--- src/rtl/goal_detector_if.sv ---
// Scoring handshake bundle between ball motion, goal detector and score.
// Latency: n/a (wires only).
// Backpressure: resetflag is the level acknowledge that releases a held collision flag.
//
// master : the goal detector (drives flags, hold, serve, serve_dir, ack_err)
// slave  : ball-motion / score environment (drives frame_tick, ball_x, resetflag)
interface goal_detector_if #(
    parameter int X_W = 10
);
    logic           frame_tick;
    logic [X_W-1:0] ball_x;
    logic           resetflag;
    logic           collision_flag1;
    logic           collision_flag2;
    logic           ball_hold;
    logic           serve;
    logic           serve_dir;
    logic           ack_err;

    modport master (
        input  frame_tick, ball_x, resetflag,
        output collision_flag1, collision_flag2, ball_hold, serve, serve_dir, ack_err
    );

    modport slave (
        output frame_tick, ball_x, resetflag,
        input  collision_flag1, collision_flag2, ball_hold, serve, serve_dir, ack_err
    );
endinterface

--- src/rtl/goal_detector.sv ---
// Goal detector: flags a goal when the ball enters a goal zone, holds it until score acks, re-serves.
// Latency: flag/ball_hold one clk after the detecting frame_tick; serve one clk after terminal tick.
// Backpressure: a raised flag is held (and the ball frozen) until resetflag is sampled high.
//
// Ports: clk, reset (async active-low), gi (goal_detector_if.master):
//   in  frame_tick, ball_x, resetflag
//   out collision_flag1, collision_flag2, ball_hold, serve, serve_dir, ack_err
// Optional: define GOAL_ACK_TIMEOUT_EN to give up on a missing ack after ACK_TIMEOUT
// cycles and record it in sticky ack_err; otherwise ack_err is tied low.
module goal_detector #(
    parameter int X_W          = 10,
    parameter int GOAL_L       = 8,
    parameter int GOAL_R       = 631,
    parameter int SERVE_FRAMES = 60,
    parameter int ACK_TIMEOUT  = 1024
) (
    input  logic             clk,
    input  logic             reset,
    goal_detector_if.master  gi
);

    typedef enum logic [1:0] {
        PLAY       = 2'd0,
        GOAL       = 2'd1,
        SERVE_WAIT = 2'd2
    } state_t;

    localparam int CW = $clog2(SERVE_FRAMES) + 1;
    localparam logic [X_W-1:0] GOAL_L_X   = X_W'(GOAL_L);
    localparam logic [X_W-1:0] GOAL_R_X   = X_W'(GOAL_R);
    localparam logic [CW-1:0]  SERVE_LAST = CW'(SERVE_FRAMES - 1);

    state_t         state_q, state_n;
    logic [CW-1:0]  frame_cnt_q, frame_cnt_n;
    logic           flag1_q, flag1_n;
    logic           flag2_q, flag2_n;
    logic           hold_q, hold_n;
    logic           serve_q, serve_n;
    logic           dir_q, dir_n;

`ifdef GOAL_ACK_TIMEOUT_EN
    localparam int TW = $clog2(ACK_TIMEOUT) + 1;
    localparam logic [TW-1:0] TO_LAST = TW'(ACK_TIMEOUT - 1);

    logic [TW-1:0]  to_cnt_q, to_cnt_n;
    logic           ack_err_q, ack_err_n;
`endif

    always_comb begin
        state_n     = state_q;
        frame_cnt_n = frame_cnt_q;
        flag1_n     = flag1_q;
        flag2_n     = flag2_q;
        serve_n     = 1'b0;
        dir_n       = dir_q;
`ifdef GOAL_ACK_TIMEOUT_EN
        // Timeout counter only advances while waiting in GOAL; it restarts at 0 each goal.
        to_cnt_n    = '0;
        ack_err_n   = ack_err_q;
`endif

        case (state_q)
            PLAY: begin
                if (gi.frame_tick) begin
                    // Side 1 is checked first so a misconfigured overlap never raises both flags.
                    if (gi.ball_x <= GOAL_L_X) begin
                        state_n = GOAL;
                        flag1_n = 1'b1;
                        dir_n   = 1'b0;
                    end else if (gi.ball_x >= GOAL_R_X) begin
                        state_n = GOAL;
                        flag2_n = 1'b1;
                        dir_n   = 1'b1;
                    end
                end
            end

            GOAL: begin
                if (gi.resetflag) begin
                    state_n     = SERVE_WAIT;
                    flag1_n     = 1'b0;
                    flag2_n     = 1'b0;
                    frame_cnt_n = '0;
                end
`ifdef GOAL_ACK_TIMEOUT_EN
                // An ack arriving on the terminal cycle wins, so ack_err is left alone then.
                else if (to_cnt_q == TO_LAST) begin
                    state_n     = SERVE_WAIT;
                    flag1_n     = 1'b0;
                    flag2_n     = 1'b0;
                    frame_cnt_n = '0;
                    ack_err_n   = 1'b1;
                end else begin
                    to_cnt_n = to_cnt_q + 1'b1;
                end
`endif
            end

            SERVE_WAIT: begin
                if (gi.frame_tick) begin
                    if (frame_cnt_q == SERVE_LAST) begin
                        state_n     = PLAY;
                        serve_n     = 1'b1;
                        frame_cnt_n = '0;
                    end else begin
                        frame_cnt_n = frame_cnt_q + 1'b1;
                    end
                end
            end

            default: begin
                state_n     = SERVE_WAIT;
                frame_cnt_n = '0;
                flag1_n     = 1'b0;
                flag2_n     = 1'b0;
            end
        endcase

        // Registered hold tracks the next state so it drops on the same edge as serve.
        hold_n = (state_n != PLAY);
    end

    always_ff @(posedge clk or negedge reset) begin
        if (!reset) begin
            state_q     <= SERVE_WAIT;
            frame_cnt_q <= '0;
            flag1_q     <= 1'b0;
            flag2_q     <= 1'b0;
            hold_q      <= 1'b1;
            serve_q     <= 1'b0;
            dir_q       <= 1'b0;
        end else begin
            state_q     <= state_n;
            frame_cnt_q <= frame_cnt_n;
            flag1_q     <= flag1_n;
            flag2_q     <= flag2_n;
            hold_q      <= hold_n;
            serve_q     <= serve_n;
            dir_q       <= dir_n;
        end
    end

`ifdef GOAL_ACK_TIMEOUT_EN
    always_ff @(posedge clk or negedge reset) begin
        if (!reset) begin
            to_cnt_q  <= '0;
            ack_err_q <= 1'b0;
        end else begin
            to_cnt_q  <= to_cnt_n;
            ack_err_q <= ack_err_n;
        end
    end

    assign gi.ack_err = ack_err_q;
`else
    assign gi.ack_err = 1'b0;
`endif

    assign gi.collision_flag1 = flag1_q;
    assign gi.collision_flag2 = flag2_q;
    assign gi.ball_hold       = hold_q;
    assign gi.serve           = serve_q;
    assign gi.serve_dir       = dir_q;

endmodule

--- src/flat_wrapper.sv ---
// flat-port wrapper written by rule: the top's interface ports become plain ports
module goal_detector_flat 
#(
    parameter int X_W          = 10,
    parameter int GOAL_L       = 8,
    parameter int GOAL_R       = 631,
    parameter int SERVE_FRAMES = 60,
    parameter int ACK_TIMEOUT  = 1024
)
  (clk, reset, gi_frame_tick, gi_ball_x, gi_resetflag, gi_collision_flag1, gi_collision_flag2, gi_ball_hold, gi_serve, gi_serve_dir, gi_ack_err);
  goal_detector_if #(.X_W(X_W)) gi_i ();
  input  logic clk;
  input  logic reset;
  input wire logic [$bits(gi_i.frame_tick)-1:0] gi_frame_tick;
  input wire logic [$bits(gi_i.ball_x)-1:0] gi_ball_x;
  input wire logic [$bits(gi_i.resetflag)-1:0] gi_resetflag;
  output wire logic [$bits(gi_i.collision_flag1)-1:0] gi_collision_flag1;
  output wire logic [$bits(gi_i.collision_flag2)-1:0] gi_collision_flag2;
  output wire logic [$bits(gi_i.ball_hold)-1:0] gi_ball_hold;
  output wire logic [$bits(gi_i.serve)-1:0] gi_serve;
  output wire logic [$bits(gi_i.serve_dir)-1:0] gi_serve_dir;
  output wire logic [$bits(gi_i.ack_err)-1:0] gi_ack_err;
  assign gi_i.frame_tick = gi_frame_tick;
  assign gi_i.ball_x = gi_ball_x;
  assign gi_i.resetflag = gi_resetflag;
  assign gi_collision_flag1 = gi_i.collision_flag1;
  assign gi_collision_flag2 = gi_i.collision_flag2;
  assign gi_ball_hold = gi_i.ball_hold;
  assign gi_serve = gi_i.serve;
  assign gi_serve_dir = gi_i.serve_dir;
  assign gi_ack_err = gi_i.ack_err;
  goal_detector #(.X_W(X_W), .GOAL_L(GOAL_L), .GOAL_R(GOAL_R), .SERVE_FRAMES(SERVE_FRAMES), .ACK_TIMEOUT(ACK_TIMEOUT)) u_core (.clk(clk), .reset(reset), .gi(gi_i));
endmodule
--- config.mk ---
export PLATFORM = sky130hd
export DESIGN_NAME = goal_detector_flat
export DESIGN_NICKNAME = d
export VERILOG_FILES = /design/src/rtl/goal_detector_if.sv /design/src/rtl/goal_detector.sv /design/src/flat_wrapper.sv
export SDC_FILE = /design/constraint.sdc
export NUM_CORES = 1
export LEC_CHECK = 0
export ABC_CLOCK_PERIOD_IN_PS = 3300
export CORE_UTILIZATION = 35
export CTS_CLUSTER_DIAMETER = 80
export DETAILED_ROUTE_END_ITERATION = 10
export PLACE_DENSITY = 0.57
export SYNTH_ARGS = -nofsm -noshare
export SYNTH_HDL_FRONTEND = slang
export SYNTH_SLANG_ARGS = --single-unit
--- constraint.sdc ---
create_clock -name clk -period 3.3 [get_ports clk]
set_input_delay 0.66 -clock clk [delete_from_list [all_inputs] [get_ports clk]]
set_output_delay 0.66 -clock clk [all_outputs]
set_load 0.02 [all_outputs]
==> out/results.tsv <==
metric	value	unit
CP arrival	1.38	ns
CORE AREA	2000	sq um
Max-Cap Viols	0	
post-CTS sizing	0	
layout cells sized above 1	0.104	
worst path required time	2.64	ns
critical setup path kind	flip-flop to primary output	
Pre-antenna DRT Iters	4	
syn_area_per_cell	9.98	sq um
cell family with most CP delay	buffers and inverters	
Clock transition at path regs	0.08	ns
final instance count without filler cells	123	
most frequent cells in the layout	18 x clkdlybuf4s50_1, 12 x dfrtp_1, 5 x nor2_1, 5 x nand2_1	
Mapped Cells	76	
fmax	490	MHz
initial antenna violation count	0	
Post-CTS Setup Inserts	0	
final hold violations	0	
WHS Path Cells	1	
Tmin final	2.04	ns
Lkg Pwr	0.418	nW
crit end category	primary output	
flops & latches, synth	14	
most common cell after layout, fill and taps aside	clkdlybuf4s50_1	
setup violators final	0	
Cell Area, Synth	758	sq um
Syn Nets	91	
GPL Wtd Cong	0.774	
DIE WIDTH	48.5	microns
first-pass GRT wire length	2.62	mm
WP buf/inv	1	
Slew HR	0.586	
clock sinks	14	
hold_buf cts	0	
Final nets	112	
I/O pins	20	
placed cells	119	
Starting Density	0.379	
Overflow after GRT	0	
root buffer cell	clkbuf_4	
Post-Synth Simple-Gate Area	0.236	
fin. max-slew vios	0	
minimum hold slack	0.500	ns
Peak VDD IR	0.388	mV
PwrDens	656	nW/um^2
setup tns final	0	ns
Num CTS Buffers	3	
xor/xnor share of the synthesized area	0.0347	
Setup WS pre-CTS	1.23	ns
fin area	990	sq um
Vias	608	
vias in the first global route	596	
die area	2360	sq um
Pwr Total	649	uW
Diodes inserted	0	
Slew @ Worst Pin	0.619	ns
wire per inst	11.5	microns
Compound-Gate Fraction of Synth Area	0.198	
final setup margin	1.26	ns
CP peak stage delay	0.59	ns
Synth warnings	0	
drt initial violations	3	
final period utilization	0.618	
Post-DP Area	953	sq um
sequential fraction of the synthesis area	0.465	
gr usage total	0.144	
crit path cell chain	clkdlybuf4s50_1	
Placement Rows	16	
CP Max Fanout	1	
IO Port Bufs	18	
largest net degree at the start of global routing	15	
clk buf depth	2	
DRC	0	
crit path launch type	flip-flop	
R2R cell count	5	
number of cells on the critical path	1	
slowest stage cell, crit path	clkdlybuf4s50_1	
Die Ht	48.5	microns
Final Skew	0.00387	ns
Synth Area in Adders	0.0165	
number of vias per cell	4.94	
Layout area overhead	30.5	%
Hold Path Class	flip-flop to flip-flop	
count of different cell masters after synthesis	36	
status	complete, no violations	
worst skew pair latency	0.28	ns
Final Util	0.494	
DP HPWL	1.13	mm
H-tree depth	1	
DRT antenna net count	0	
mux share of post-synthesis cell area	0	
# fillers	201	
setup repair after global routing missed its margin	no	
Total Wirelength	1.42	mm
CTS tree	built	
combinational family with the most area after synthesis	simple AND/OR/NAND/NOR gates	
-- cell usage after synthesis --
library cell	instances	area, sq um
o21ai_0	2	10.0
dfrtp_1	12	300
a21o_1	2	15.0
buf_4	1	7.51
nand2_1	5	18.8
and4_1	1	8.76
and2_4	1	8.76
nand4bb_1	1	11.3
conb_1	1	3.75
nand3b_1	1	7.51
o311ai_0	1	8.76
nand3_1	4	20.0
o31ai_2	1	12.5
o21a_1	2	15.0
nand4_1	3	18.8
or2b_1	1	7.51
o21ai_2	1	8.76
nor4_1	3	18.8
nor3_1	2	10.0
a21boi_0	2	15.0
o21ba_1	1	10.0
o31a_1	1	8.76
nor2_1	5	18.8
buf_6	1	11.3
xnor2_1	3	26.3
nand4b_1	1	8.76
nor4b_1	1	8.76
o311a_1	1	10.0
nand2_2	1	6.26
or2_1	1	6.26
o31ai_1	2	15.0
o22ai_1	1	6.26
ha_1	1	12.5
a21oi_1	3	15.0
dfstp_2	2	52.6
inv_1	4	15.0
-- worst paths after layout --
path                                                   start                                end  slack, ns
min in group asynchronous                              reset  u_core.frame_cnt_q[5]$_DFFE_PN0P_       0.76
hold reg to reg              u_core.gi.serve_dir$_DFFE_PN0P_    u_core.gi.serve_dir$_DFFE_PN0P_       0.50
setup / recovery               u_core.gi.ball_hold$_DFF_PN1_                       gi_ball_hold       1.26
max in group asynchronous                              reset  u_core.frame_cnt_q[2]$_DFFE_PN0P_       2.14
setup reg to reg           u_core.frame_cnt_q[0]$_DFFE_PN0P_  u_core.frame_cnt_q[5]$_DFFE_PN0P_       1.64
hold / removal               u_core.gi.serve_dir$_DFFE_PN0P_    u_core.gi.serve_dir$_DFFE_PN0P_       0.50
-- cell families after synthesis --
logic type,after synthesis
buffers and inverters,6
other,1
flip-flops,14
XOR/XNOR,3
AND/OR/NAND/NOR,31
adder cells (fa/ha/maj),1
AO/OA/AOI/OAI,20
-- area by class of cell --
type / count / area (sq um) / area share
Timing Repair Buffer: 18 / 180 / 0.182
Clock buffer: 4 / 36.3 / 0.0367
Sequential cell: 14 / 353 / 0.357
Tap cell: 27 / 33.8 / 0.0341
Inverter: 4 / 15.0 / 0.0152
Multi-Input combinational cell: 56 / 372 / 0.375
-- sequential cells by signal (all words and copies together), names as in the netlist --
name	count
u_core.frame_cnt_q	7
u_core.state_q	2
u_core.gi.ball_hold	1
u_core.gi.collision_flag1	1
u_core.gi.collision_flag2	1
u_core.gi.serve	1
u_core.gi.serve_dir	1
-- per-layer routing --
metal  part of all wire  global-route usage
met1               0.51               0.195
met5                  0                   0
met4             0.0085              0.0441
met2               0.43               0.209
met3              0.047              0.0597
-- where the power goes --
part / switching [mW] / internal [mW]
logic: 0.117 / 0.120
registers: 0.0563 / 0.234
clock network: 0.0543 / 0.0671
Note: power is estimated with default switching activity, not from simulation.
